File: src/rtl/window_seq.sv
// -----------------------------------------------------------------------------
// window_seq
// Sequencer for a 1-bit binarized 3x3 line-buffer window. It streams a binary
// feature map in raster order out of a 1-cycle-latency buffer into the window,
// appends W-1 zero flush shifts so the last column reaches the taps, and flags
// each complete 3x3 window position to the XNOR-popcount stage through a
// valid/ready handshake.
//
// Ports:
//   clk, rst_n        rising-edge clock, asynchronous active-low reset
//   go, cfg_layer     frame start pulse and layer select (sampled on start)
//   busy, done        frame in progress / one-cycle end-of-frame pulse
//   rd_en, rd_addr    feature-buffer read strobe and raster pixel address
//   rd_data           pixel returned the cycle after rd_en
//   win_shift/din     window shift enable and serial data
//   win_state         window tap select (latched layer)
//   win_valid         taps currently hold a complete 3x3 window
//   out_ready         downstream accepts the presented window
//   out_row/out_col   top-left coordinate of the presented window
// -----------------------------------------------------------------------------
module window_seq #(
  parameter int W0     = 28,
  parameter int W1     = 26,
  parameter int ADDR_W = 10,
  parameter int CW     = 5
) (
  input  logic              clk,
  input  logic              rst_n,
  input  logic              go,
  input  logic              cfg_layer,
  output logic              busy,
  output logic              done,
  output logic              rd_en,
  output logic [ADDR_W-1:0] rd_addr,
  input  logic              rd_data,
  output logic              win_shift,
  output logic              win_din,
  output logic              win_state,
  output logic              win_valid,
  input  logic              out_ready,
  output logic [CW-1:0]     out_row,
  output logic [CW-1:0]     out_col
);

  typedef enum logic [1:0] {
    IDLE  = 2'd0,
    RUN   = 2'd1,
    FLUSH = 2'd2,
    DONE  = 2'd3
  } state_t;

  state_t state_r, state_s;

  logic              layer_r;
  logic [ADDR_W-1:0] rd_addr_r;
  logic              rd_pend_r;
  logic              skid_full_r;
  logic              skid_data_r;
  logic [ADDR_W-1:0] shift_cnt_r;
  logic [CW-1:0]     qr_r, qc_r;
  logic              win_valid_r;
  logic [CW-1:0]     out_row_r, out_col_r;

  logic [CW-1:0]     w_s;
  logic [ADDR_W-1:0] n_s, total_s, qstart_s;
  logic              stall_s;
  logic              start_s, rd_en_s, shift_s, din_s, capture_s, drain_s;
  logic              q_hit_s, set_s;
  logic [CW-1:0]     nqr_s, nqc_s;

  // Frame geometry derived from the latched layer.
  assign w_s      = layer_r ? CW'(W1) : CW'(W0);
  assign n_s      = layer_r ? ADDR_W'(W1 * W1) : ADDR_W'(W0 * W0);
  // Total shifts per frame: N pixels plus W-1 zero flush shifts.
  assign total_s  = n_s + ADDR_W'(w_s) - ADDR_W'(1'b1);
  // Shift index whose result first places pixel 0 at the bottom tap.
  assign qstart_s = ADDR_W'(w_s) - ADDR_W'(1'b1);
  assign stall_s  = win_valid_r & ~out_ready;

  // State register.
  always_ff @(posedge clk or negedge rst_n) begin
    if (!rst_n) begin
      state_r <= IDLE;
    end else begin
      state_r <= state_s;
    end
  end

  // Next-state logic plus read/shift/skid control.
  always_comb begin
    state_s   = state_r;
    start_s   = 1'b0;
    rd_en_s   = 1'b0;
    shift_s   = 1'b0;
    din_s     = 1'b0;
    capture_s = 1'b0;
    drain_s   = 1'b0;
    case (state_r)
      IDLE: begin
        if (go) begin
          state_s = RUN;
          start_s = 1'b1;
        end else begin
          state_s = IDLE;
        end
      end
      RUN: begin
        // Skid data is older than anything returning, so it shifts first.
        // A pending return and a full skid never coexist: rd_en needs an
        // empty skid and a capture needs a stall, which blocks rd_en.
        if (!stall_s && skid_full_r) begin
          shift_s = 1'b1;
          din_s   = skid_data_r;
          drain_s = 1'b1;
        end else if (!stall_s && rd_pend_r) begin
          shift_s = 1'b1;
          din_s   = rd_data;
        end else if (stall_s && rd_pend_r) begin
          capture_s = 1'b1;
        end else begin
          shift_s = 1'b0;
        end
        rd_en_s = (rd_addr_r < n_s) && !skid_full_r && !stall_s;
        if (shift_s && (shift_cnt_r == n_s - ADDR_W'(1'b1))) begin
          state_s = FLUSH;
        end else begin
          state_s = RUN;
        end
      end
      FLUSH: begin
        if (!stall_s && (shift_cnt_r != total_s)) begin
          shift_s = 1'b1;
        end else begin
          shift_s = 1'b0;
        end
        // Leave once every shift is done and the final window is gone
        // (or is being accepted this cycle).
        if ((shift_cnt_r == total_s) && (!win_valid_r || out_ready)) begin
          state_s = DONE;
        end else begin
          state_s = FLUSH;
        end
      end
      DONE: begin
        state_s = IDLE;
      end
      default: begin
        state_s = IDLE;
      end
    endcase
  end

  // Position of the bottom-tap pixel q after this cycle's shift, and whether
  // that position completes a 3x3 window.
  always_comb begin
    nqr_s   = qr_r;
    nqc_s   = qc_r;
    q_hit_s = 1'b0;
    if (shift_s && (shift_cnt_r >= qstart_s)) begin
      q_hit_s = 1'b1;
      if (shift_cnt_r == qstart_s) begin
        nqr_s = '0;
        nqc_s = '0;
      end else if (qc_r == w_s - CW'(1'b1)) begin
        nqr_s = qr_r + CW'(1'b1);
        nqc_s = '0;
      end else begin
        nqc_s = qc_r + CW'(1'b1);
      end
    end else begin
      q_hit_s = 1'b0;
    end
    set_s = q_hit_s && (nqr_s >= CW'(2'd2)) && (nqc_s >= CW'(2'd2));
  end

  // Datapath: read address, read pipeline, skid, shift/position counters and
  // the registered window handshake.
  always_ff @(posedge clk or negedge rst_n) begin
    if (!rst_n) begin
      layer_r     <= 1'b0;
      rd_addr_r   <= '0;
      rd_pend_r   <= 1'b0;
      skid_full_r <= 1'b0;
      skid_data_r <= 1'b0;
      shift_cnt_r <= '0;
      qr_r        <= '0;
      qc_r        <= '0;
      win_valid_r <= 1'b0;
      out_row_r   <= '0;
      out_col_r   <= '0;
    end else if (start_s) begin
      layer_r     <= cfg_layer;
      rd_addr_r   <= '0;
      rd_pend_r   <= 1'b0;
      skid_full_r <= 1'b0;
      skid_data_r <= 1'b0;
      shift_cnt_r <= '0;
      qr_r        <= '0;
      qc_r        <= '0;
      win_valid_r <= 1'b0;
      out_row_r   <= '0;
      out_col_r   <= '0;
    end else begin
      rd_pend_r <= rd_en_s;
      if (rd_en_s) begin
        rd_addr_r <= rd_addr_r + ADDR_W'(1'b1);
      end
      if (capture_s) begin
        skid_full_r <= 1'b1;
        skid_data_r <= rd_data;
      end else if (drain_s) begin
        skid_full_r <= 1'b0;
      end
      if (shift_s) begin
        shift_cnt_r <= shift_cnt_r + ADDR_W'(1'b1);
      end
      if (q_hit_s) begin
        qr_r <= nqr_s;
        qc_r <= nqc_s;
      end
      // A shift can only happen when not stalled, so a set here never
      // overwrites a window that is still waiting to be accepted.
      if (set_s) begin
        win_valid_r <= 1'b1;
        out_row_r   <= nqr_s - CW'(2'd2);
        out_col_r   <= nqc_s - CW'(2'd2);
      end else if (win_valid_r && out_ready) begin
        win_valid_r <= 1'b0;
      end
    end
  end

  assign busy      = (state_r != IDLE);
  assign done      = (state_r == DONE);
  assign rd_en     = rd_en_s;
  assign rd_addr   = rd_addr_r;
  assign win_shift = shift_s;
  assign win_din   = din_s;
  assign win_state = layer_r;
  assign win_valid = win_valid_r;
  assign out_row   = out_row_r;
  assign out_col   = out_col_r;

endmodule

File: config.mk
export PLATFORM = sky130hd
export DESIGN_NAME = window_seq
export DESIGN_NICKNAME = d
export VERILOG_FILES = /design/src/rtl/window_seq.sv
export SDC_FILE = /design/constraint.sdc
export NUM_CORES = 1
export LEC_CHECK = 0
export ABC_AREA = 1
export CAP_MARGIN = 30
export CORE_UTILIZATION = 45
export DETAILED_ROUTE_END_ITERATION = 16
export PLACE_DENSITY_LB_ADDON = 0.15
export RECOVER_POWER = 100
export SLEW_MARGIN = 10
export SYNTH_ARGS = -nofsm -noshare
export SYNTH_HDL_FRONTEND = slang
export SYNTH_SLANG_ARGS = --single-unit
export TNS_END_PERCENT = 30
File: constraint.sdc
create_clock -name clk -period 7.2 [get_ports clk]
set_input_delay 1.08 -clock clk [delete_from_list [all_inputs] [get_ports clk]]
set_output_delay 1.08 -clock clk [all_outputs]
set_load 0.05 [all_outputs]
After elaboration in Yosys (flattened, before gate mapping):

Cells that the tools add are included.

* bitwise operators: 2
* add/subtract/negate cells: 11
* order comparisons: 4
* equal/unequal tests: 8
* multiplexer cells: 51
* reductions and logical operators: 25

Operators with widths (number)
* 5-bit 2-to-1 mux: 14
* 10-bit 2-to-1 mux: 4
* 10-bit equality test: 3
* 1-bit 2-to-1 mux: 28
* 10-bit by 1-bit adder with 10-bit output (second input constant): 2
* 10-bit by 1-bit subtractor with 10-bit output (second input constant): 2
* 1-bit logical AND: 12
* 2-bit nonzero test: 6
* 10-bit by 5-bit adder with 10-bit output: 1
* 5-bit by 1-bit adder with 5-bit output (second input constant): 2
* 10-bit greater-or-equal comparator: 1
* 5-bit by 2-bit greater-or-equal comparator with 1-bit output (second input constant): 2
* 10-bit less-than comparator: 1
* 10-bit inequality test: 1
* 5-bit by 2-bit subtractor with 5-bit output (second input constant): 2
* 9-bit 2-to-1 mux: 1
* 2-bit one-hot mux with 4 select lines: 1
* 3-bit nonzero test: 2
* 5-bit by 1-bit subtractor with 6-bit output (second input constant): 1
* 5-bit equality test: 1
* 4-bit by 2-bit subtractor with 5-bit output (second input constant): 1
* 2-bit equality test (second input constant): 2
* 1-bit logical NOT: 3
* 3-bit 2-to-1 mux: 1
* other kinds (7): 7

* register bits after elaboration: 47
* output and inout bits: 27
* logic and storage cells: 113
* input bits: 6

Depth between registers and ports, before layout:

Gate-level depths: netlist of the first run.

* depth in word-level cells: 15
* mapped depth: 23
* mapped depth without buffers: 21

Least setup slack after synthesis of the first run:

OpenSTA, ideal clock, no wires.

* path kind: reg2out
* start: register layer_r, in the netlist win_state
* end: output port rd_en
* path buffers: 1
* data required time: 6.120 ns
* arrival: 2.447 ns
* setup slack: 3.673 ns
* stages on the path, launching flop included: 9
* path through: dfrtp_1 > buf_4 > inv_2 > ha_1 > a21oi_1 > nand2_1 > nand4_1 > o211ai_1 > nor3_2

* word-level cells in the longest chain between the ends: 5

Ends and longest elaborated chain
* from (decl): RTL line 54 `logic layer_r;`
* from (signal assigned): RTL line 192 `layer_r <= cfg_layer;`
* 9-bit 2-to-1 mux: RTL line 73 `assign n_s = layer_r ? ADDR_W'(W1 * W1) : ADDR_W'(W0 * W0);`
* 10-bit less-than comparator: RTL line 123 `rd_en_s = (rd_addr_r < n_s) && !skid_full_r && !stall_s;`
* 1-bit logical AND (2 in a row): RTL line 123
* 1-bit 2-to-1 mux: RTL line 98 `case (state_r)`
* to (decl): RTL line 33 `output logic rd_en,`

Every way passes these cells.

Worst setup path in the final report of the first run:

* start: input port out_ready
* end: output port rd_en

* word-level cells in the longest chain between the ends: 5

Ends and longest elaborated chain
* from (decl): RTL line 40 `input logic out_ready,`
* 1-bit NOT: RTL line 78 `assign stall_s = win_valid_r & ~out_ready;`
* 1-bit AND: RTL line 78
* 1-bit logical NOT: RTL line 123
* 1-bit logical AND: RTL line 123
* 1-bit 2-to-1 mux: RTL line 98

Every way passes these cells.

==> results of run 1 <==
==> state kept, by name, summed over array words and instances (netlist names), 5 cells and up, named ones only <==
name,flops
out_row,5
out_col,5
qr_r,5
qc_r,5
rd_addr,10
shift_cnt_r,10
==> routing by layer <==
layer	routed length [µm]	share of wire (%)	global-route usage [%]	up-vias
met5	0	0	0	-
met4	42	0.59	3.94	0
met3	226	3.2	2.89	4
met2	3090	43	31.0	44
met1	3780	53	33.3	1255
li1	-	-	-	1429
==> kinds of logic (layout without fill, tap and decap cells) <==
logic type                 after synthesis  count (layout)
buffers and inverters                   73             103
DFF                                     47              47
xor gates and xnor gates                 7               7
adders and majority gates               16              16
and+or+nand+nor                        228             228
AOI/OAI and AO/OA                       53              53
==> stage by stage <==
step | instances | utilization, % | instance area, µm²
floorplan | 424 | - | 3180
global placement | 541 | 52.2 | 3540
detailed placement | 542 | 52.4 | 3560
CTS | 550 | 53.9 | 3660
global route | 550 | 53.1 | 3610
finish | 550 | 53.1 | 3610
==> area by class of cell <==
class / instances / area [µm²] / share of cell area, %
flip-flops and latches: 47 / 1180 / 32.6
well taps: 96 / 120 / 3.33
repair buffers: 34 / 322 / 8.91
multi-input cells: 304 / 1660 / 46.0
clock buffers: 8 / 100 / 2.77
inverters: 61 / 229 / 6.35
==> power breakdown <==
part / switching (mW) / internal (mW) / total, mW
combinational: 0.268 / 0.0962 / 0.364
sequential: 0.0345 / 0.293 / 0.328
clock: 0.0901 / 0.0878 / 0.178
==> worst reg2reg max path: stages (launching register included) <==
cell and delay, ns:
dfrtp_1 0.55, ha_1 0.36, nand2_1 0.08, nor2_1 0.11, nand2_1 0.05, nor2_1 0.12, nand2_1 0.09, nand2_1 0.07
nand2_1 0.26, nand3_1 0.50, nand2_1 0.09, nand2_1 0.08, inv_1 0.11, ha_1 0.23, inv_1 0.06, nor2_1 0.04
nand2_1 0.09, inv_1 0.05, nand2_1 0.05, nand3_1 0.50, a21oi_1 0.34
==> how the worst min path moves through the flow <==
stage / end / slack, ns / start / depth (start not counted)
after floorplan: register / 0.51 / state_r[0] / 1
after global placement: out_col[4] / 0.50 / out_col[4] / 2
after detailed placement: out_col[4] / 0.49 / out_col[4] / 2
after CTS: out_col[4] / 0.52 / out_col[4] / 2
after global routing: out_col[4] / 0.54 / out_col[4] / 2
final: out_row[2] / 0.51 / out_row[2] / 2
==> layout by cell type, fill, tap and decap left out, drive strengths merged <==
cell type / count
a211oi: 5
a21oi: 26
a31oi: 2
and3: 2
clkbuf: 11
clkdlybuf4s50: 2
dfrtp: 47
dlygate4sd3: 29
ha: 16
inv: 61
nand2: 113
nand3: 37
nand3b: 1
nand4: 15
nor2: 44
nor3: 15
nor3b: 1
o2111ai: 1
o211ai: 1
o21a: 3
o21ai: 13
o22ai: 2
xnor2: 1
xor2: 6
==> flow_summary_export.csv, run 1 <==
group,metric,value,unit
setup_path,worstPathCellList,"dlygate4sd3_1, nor2_1, inv_1, nand2_1, nor3_1, dlygate4sd3_1",
clocking,path_clk_slew,0.09,ns
clocking,cts_resized,0,
drt,drc,0,
sta,rsz0062_at_grt,"no",
drt,drt_iter0_markers,155,
logic_synthesis,synth_compound_area_share,9.69,%
setup_path,setup.worst_path.start,"out_ready",
logic_synthesis,synth_top_area_share,37.0,%
die,die_width,86.0,µm
clocking,postCtsSetupBuffers,0,
placed_design,dp_hpwl,5320,µm
drt,ant_nets,0,
logic_synthesis,synthSimpleGateAreaFrac,35.4,%
setup_path,slowest_delay,0.98,ns
cells_and_area,diodes,0,
sta,period_minus_slack,4.72,ns
drt,routedWlPerCell,13.0,µm
setup_path,r2r_slack,3.27,ns
setup_path,crit_path_end,"rd_en",
setup_path,crit_required,6.12,ns
setup_path,crit_family,"buffers and inverters",
setup_path,path_buf_inv,3,
sta,slew_viol_final,32,
setup_path,r2r_cells,20,
placed_design,preCtsSetupSlack,2.88,ns
clocking,cts_buffer_depth,2,
logic_synthesis,yosysMostFrequentCell,"nand2_1",
pwr,power,0.869,mW
sta,finalCritPeriodShare,65.5,%
setup_path,crit_slowest_cell,"dlygate4sd3_1",
logic_synthesis,async_flop_share,100,%
clocking,clkSinkCount,47,
pwr,power_density,241,nW/µm²
outcome,status,"complete, but fails checks",
clocking,cts_root_buffer,"clkbuf_8",
drt,num_vias,2732,
setup_path,cp-start-kind,"primary input",
outcome,violations,"capacitance limit, slew limit",
drt,via_per_inst,4.97,
die,dieArea,7400,µm²
cells_and_area,area.growth.synth_to_final,13.5,%
setup_path,critPathMaxFanout,10,
cells_and_area,layout.nets,475,
sta,slew_headroom,-3.00,%
clocking,cts_tree,"yes",
sta,holdWs,0.513,ns
min_path,min_path_type,"register to register",
die,ios,33,
logic_synthesis,yosysWarnings,0,
sta,fin_setup_tns,0,ns
clocking,clk_latency,0.30,ns
pwr,peakVddDrop,0.000210,V
die,core_area,6790,µm²
drt,first_pass_iters,4,
logic_synthesis,synth_top_flop_cell,"dfrtp_1",
logic_synthesis,syn_area,3180,µm²
setup_path,cp-end-kind,"output pin",
grt,grt_pass1_wl,12500,µm
sta,final-setup-viol-count,0,
grt,track_usage,21.2,%
logic_synthesis,yosysSeqAreaShare,37.0,%
cells_and_area,drive_gt1_share,8.81,%
setup_path,r2r-end,"win_valid",
logic_synthesis,synth_edf_count,0,
cells_and_area,num-fill-cells,658,
sta,fin_skew,0.00747,ns
grt,overflow,0,
logic_synthesis,netlist_instances,424,
sta,fmax,212,MHz
die,die_h,86.0,µm
placed_design,port-buffer-count,32,
sta,finalWorstSetupSlack,2.48,ns
setup_path,criticalPathCategory,"primary input to output pin",
logic_synthesis,synth-adder-area-share,6.30,%
sta,final_hold_viol_count,0,
placed_design,routabilityCongestion,0.807,
grt,grt_pass1_vias,2662,
logic_synthesis,synth_top_family_by_area,"simple AND/OR/NAND/NOR gates",
logic_synthesis,synth_cell_types,37,
clocking,cts_hold_buf,0,
logic_synthesis,syn_area_per_cell,7.50,µm²
logic_synthesis,synth.largest_area_cell,"dfrtp_1",
drt,wl,7140,µm
sta,worstMarginPinSlew,1.54,ns
job,cap_violations,1,
setup_path,crit_arrival,3.64,ns
logic_synthesis,syn-num-nets,446,
logic_synthesis,ys_seq_elements,47,
grt,grt_antenna_before_repair,0,
pwr,power_leakage,1.85,nW
setup_path,r2r-start,"win_state",
die,start_util,46.8,%
setup_path,crit_top_cell,"dlygate4sd3_1",
logic_synthesis,synth-xor-area-share,1.93,%
logic_synthesis,muxShareOfSynthArea,0,%
grt,grt_max_degree,32,
clocking,htreeDepth,2,
setup_path,worst-path-stages,6,
logic_synthesis,netlist_top_cells_area,"dfrtp_1 (37%), nand2_1 (12%), inv_1 (6.5%), ha_1 (6.3%), nor2_1 (4.5%)",
clocking,cts_buffers,5,
die,rows,30,
logic_synthesis,synthTopCellsByCount,"nand2_1 (102), inv_1 (55), dfrtp_1 (47)",
(Power assumes the default switching activity.)
==> inputs of run 2 (changes only) <==
clock period = 3.79 ns   (was 7.2 ns; I/O delays follow)
==> run 2 against run 1 <==
Net effect: the run still ends with capacitance limit, slew limit left; via count grew 2.1%; sequential power grew 89%; highest routed layer unchanged; clock-buffer cell count shrank 2; critical path depth grew 2; wire length grew 0.49%; design area shrank 0.97%; worst hold slack lost 0.10 ns; flip-flop and latch count is the same; die area is the same; clock skew grew 0.0048 ns; global-route usage shrank 0.053 points; cell count grew 0.18%.
==> flow_summary_export.csv, run 2 (synthesized netlist as in run 1, its figures left out) <==
group,metric,value,unit
outcome,status,"complete, but fails checks",
outcome,violations,"capacitance limit, slew limit",
die,die_width,86.0,µm
setup_path,worstPathCellList,"inv_2, ha_1, a21oi_1, nand2_1, nand4_1, o211ai_1, nor3_2, dlygate4sd3_1",
sta,finalCritPeriodShare,92.1,%
clocking,cts_buffers,5,
min_path,min_path_type,"primary input to asynchronous set/reset pin",
grt,grt_pass1_wl,12400,µm
grt,overflow,0,
cells_and_area,drive_gt1_share,7.03,%
placed_design,dp_hpwl,5600,µm
setup_path,criticalPathCategory,"register to output pin",
grt,grt_antenna_before_repair,0,
placed_design,preCtsSetupSlack,0.533,ns
setup_path,crit_arrival,2.92,ns
sta,period_minus_slack,3.49,ns
grt,track_usage,21.1,%
sta,fmax,286,MHz
pwr,power_leakage,1.85,nW
drt,routedWlPerCell,13.0,µm
sta,final-setup-viol-count,0,
setup_path,crit_required,3.22,ns
die,dieArea,7400,µm²
clocking,cts_resized,0,
die,core_area,6790,µm²
job,cap_violations,1,
clocking,cts_tree,"yes",
setup_path,crit_family,"buffers and inverters",
die,die_h,86.0,µm
clocking,clkSinkCount,47,
die,rows,30,
clocking,postCtsSetupBuffers,0,
die,ios,33,
setup_path,critPathMaxFanout,8,
drt,via_per_inst,5.06,
drt,wl,7170,µm
grt,grt_max_degree,31,
cells_and_area,layout.nets,477,
pwr,power_density,458,nW/µm²
sta,fin_setup_tns,0,ns
clocking,cts_hold_buf,0,
cells_and_area,regArea,1180,µm²
clocking,cts_buffer_depth,2,
sta,slew_headroom,-8.67,%
grt,grt_pass1_vias,2637,
die,start_util,46.8,%
sta,slew_viol_final,31,
cells_and_area,layout_commonest_cell,"nand2_1",
clocking,clk_latency,0.30,ns
clocking,htreeDepth,2,
drt,ant_nets,0,
cells_and_area,final_cell_mix,"nand2_1 (107), inv_1 (57), dfrtp_1 (47), nor2_1 (38), nand3_1 (35)",
cells_and_area,multiInputGateArea,1620,µm²
cells_and_area,diodes,0,
placed_design,routabilityCongestion,0.888,
sta,final_hold_viol_count,0,
drt,drt_iter0_markers,148,
setup_path,cp-start-kind,"register",
setup_path,path_buf_inv,2,
clocking,path_clk_slew,0.09,ns
sta,rsz0062_at_grt,"no",
clocking,cts_root_buffer,"clkbuf_8",
sta,finalWorstSetupSlack,0.298,ns
drt,num_vias,2790,
sta,fin_skew,0.0122,ns
drt,first_pass_iters,5,
sta,worstMarginPinSlew,1.63,ns
setup_path,cp-end-kind,"output pin",
placed_design,port-buffer-count,32,
setup_path,crit_slowest_cell,"dlygate4sd3_1",
drt,drc,0,
pwr,peakVddDrop,0.000356,V
setup_path,slowest_delay,0.91,ns
cells_and_area,area.growth.synth_to_final,12.4,%
cells_and_area,num-fill-cells,661,
-- run 2: cell types whose count changed in the layout (fill, tap and decap cells not counted), sizes merged --
| cell | delta |
|---|---|
| clkinv | +1 |
| clkdlybuf4s50 | +3 |
| clkbuf | -2 |
| dlygate4sd3 | -3 |
| buf | +2 |
-- run 2: path summary, 6_finish.rpt --
kind / from / endpoint / slack, ns / cells after the start
max in group asynchronous: rst_n / qr_r[0] / 1.34 / 2
worst max-delay path: win_state / rd_en / 0.30 / 8
worst min-delay path: rst_n / rd_addr[7] / 0.41 / 1
worst min register to register: out_row[2] / out_row[2] / 0.51 / 2
min in group clk: out_row[2] / out_row[2] / 0.51 / 2
worst max register to register: win_state / out_col[4] / 0.59 / 21
-- run 2: per-layer routing --
metal,track usage [%],wire (µm)
met5,0,0
met4,3.18,60
met3,3.18,254
met2,31.5,3090
met1,32.8,3760
-- run 2: where the power goes --
part,internal [mW],total [mW],switching (mW)
clock network,0.143,0.304,0.161
logic,0.201,0.710,0.510
registers,0.557,0.621,0.0641
total,0.901,1.64,0.734
-- run 2: final cells by class --
| cell class | instances | share of cell area [%] |
|---|---|---|
| tap | 96 | 3.36 |
| sequential | 47 | 32.9 |
| inverter | 61 | 6.41 |
| clock inverter | 1 | 0.140 |
| timing repair buffer | 36 | 9.42 |
| clock buffer | 6 | 2.31 |
| multi-input combinational | 304 | 45.4 |
-- run 2: stage by stage --
stage	util (%)	hold WS (ns)	cells	total power [mW]	cell area, µm²
finish	52.6	0.410	551	1.64	3570
global route	52.6	0.488	551	1.76	3570
CTS	54.0	0.219	551	1.69	3670
detailed placement	52.7	0.511	544	1.38	3580
global placement	52.4	0.502	543	1.37	3560
floorplan	-	0.273	424	1.16	3180
==> edit, RTL diff (settings of run 2) <==
Make the reset (`rst_n`) synchronous in 2 clocked blocks. Comments in the files are not updated.
--- a/src/rtl/window_seq.sv
+++ b/src/rtl/window_seq.sv
@@ -79,5 +79,5 @@
 
   // State register.
-  always_ff @(posedge clk or negedge rst_n) begin
+  always_ff @(posedge clk) begin
     if (!rst_n) begin
       state_r <= IDLE;
@@ -176,5 +176,5 @@
   // Datapath: read address, read pipeline, skid, shift/position counters and
   // the registered window handshake.
-  always_ff @(posedge clk or negedge rst_n) begin
+  always_ff @(posedge clk) begin
     if (!rst_n) begin
       layer_r     <= 1'b0;
Function: differs if rst_n is asserted again (counterexample within 4 cycles, from zero or initial values and one cycle with rst_n low); with rst_n held inactive, the same outputs for 10 cycles.
==> edit against run 2 <==
Hold slack better by 73 ps; sequential cell count stayed put; worst setup slack better by 55 ps; register-to-register slack better by 130 ps; synthesized cell count is 0.24% lower; sequential share of layout area is 4.8 points lower; via count is 4.1% lower; fmax is 1.6% higher; routed wire length is 10% lower; count of clock-buffer cells in the layout is 1 lower; synthesized area is 8.1% lower; final area is 6.3% lower; highest routed layer unchanged.
Power is not compared: it rests on default switching activity, and its combinational part moved more than twofold at a synthesized area within 25%.
==> edit: results (changes against run 2) <==
[global_routing]
grt_usage_pct=20.9  ; was 21.1%
top_usage_layer=met2  ; was met1
use_met3_pct=3.30  ; was 3.18%
grt_pass1_wl_um=10800  ; was 12,400 um
met2_usage_pct=35.1  ; was 31.5%
grt_pass1_vias=2425  ; was 2,637

[finish]
nMultiInputCombCells=299  ; was 304
clock_area_share_pct=2.73  ; was 2.45%
n_all_buffers=35  ; was 36
inverters=68  ; was 61
fill_cells=626  ; was 661
instances_no_fill=532  ; was 551
fin_nets=478  ; was 477
area_share_nonclk_buffers_pct=9.91  ; was 9.42%
multiInputGateArea_sq_um=1630  ; was 1620 sq um

[placed_design]
placed_area_sq_um=3280  ; was 3580 sq um
place_inst=524  ; was 544
gp_congestion=0.857  ; was 0.888
post-place-ws_ps=424  ; was 533 ps
hpwl_um=4790  ; was 5600 um

[synthesis]
ys_async_sr_fraction_pct=0  ; was 100%
synth_nets=445  ; was 446
synth_cells=423  ; was 424
netlist-cell-type-count=33  ; was 37
ys.flop_type=dfxtp_1  ; was dfrtp_1
synthTopCellsByCount=81 x nand2_1, 64 x inv_1, 54 x nor2_1  ; was 102 x nand2_1, 55 x inv_1, 47 x dfrtp_1
yosysTopAreaCellShare_pct=32.2  ; was 37.0%

[status]
status=finished clean  ; was complete, but fails checks

[timing]
fin_worst_skew_ps=12.9  ; was 12.2 ps
relSlewSlack_pct=28.3  ; was -8.67%

[route]
vias=2677  ; was 2,790
dr_wl_met3_um=192  ; was 254 um
drtPass1Iterations=4  ; was 5
wl_met1_um=3300  ; was 3760 um
wl_met2_um=2840  ; was 3090 um

[hold_path]
hold_path.class=flop to flop  ; was primary input to asynchronous set/reset pin

[critical_path]
cp_slowest_stage_delay_ps=880  ; was 910 ps
critPathMaxFanout=10  ; was 8
crit_arrival_ps=2870  ; was 2920 ps

[cts]
insertion_delay_ps=320  ; was 300 ps

## edit: path summary, 6_finish.rpt
| path | to | slack, ps | from |
|---|---|---|---|
| worst max-delay path | win_shift | 350 | out_ready |
| worst min-delay path | skid_data_r | 480 | skid_data_r |
| worst min register to register | skid_data_r | 480 | skid_data_r |
| worst max register to register | out_col[4] | 720 | win_state |
## edit: worst register-to-register path: stages, from the launching register on
cell	delay, ps
dfxtp_1	510
ha_1	290
nand2_1	150
nand2_1	70
nand2_1	70
nand4_2	230
nand3_4	290
nand2_1	70
nand2_1	90
inv_1	60
ha_1	210
nand3_1	100
nor2_2	50
nand2_1	90
nand3_2	380
nand2_2	170
nand2_1	70
nor2_1	130
## edit: cells by family after synthesis
logic type | after synthesis | synth area share [%]
AOI/OAI and AO/OA | 54 | 10.2
DFF | 47 | 32.2
buffers and inverters | 77 | 11.3
and+or+nand+nor | 222 | 37.3
adders and majority gates | 16 | 6.86
xor gates and xnor gates | 7 | 2.10
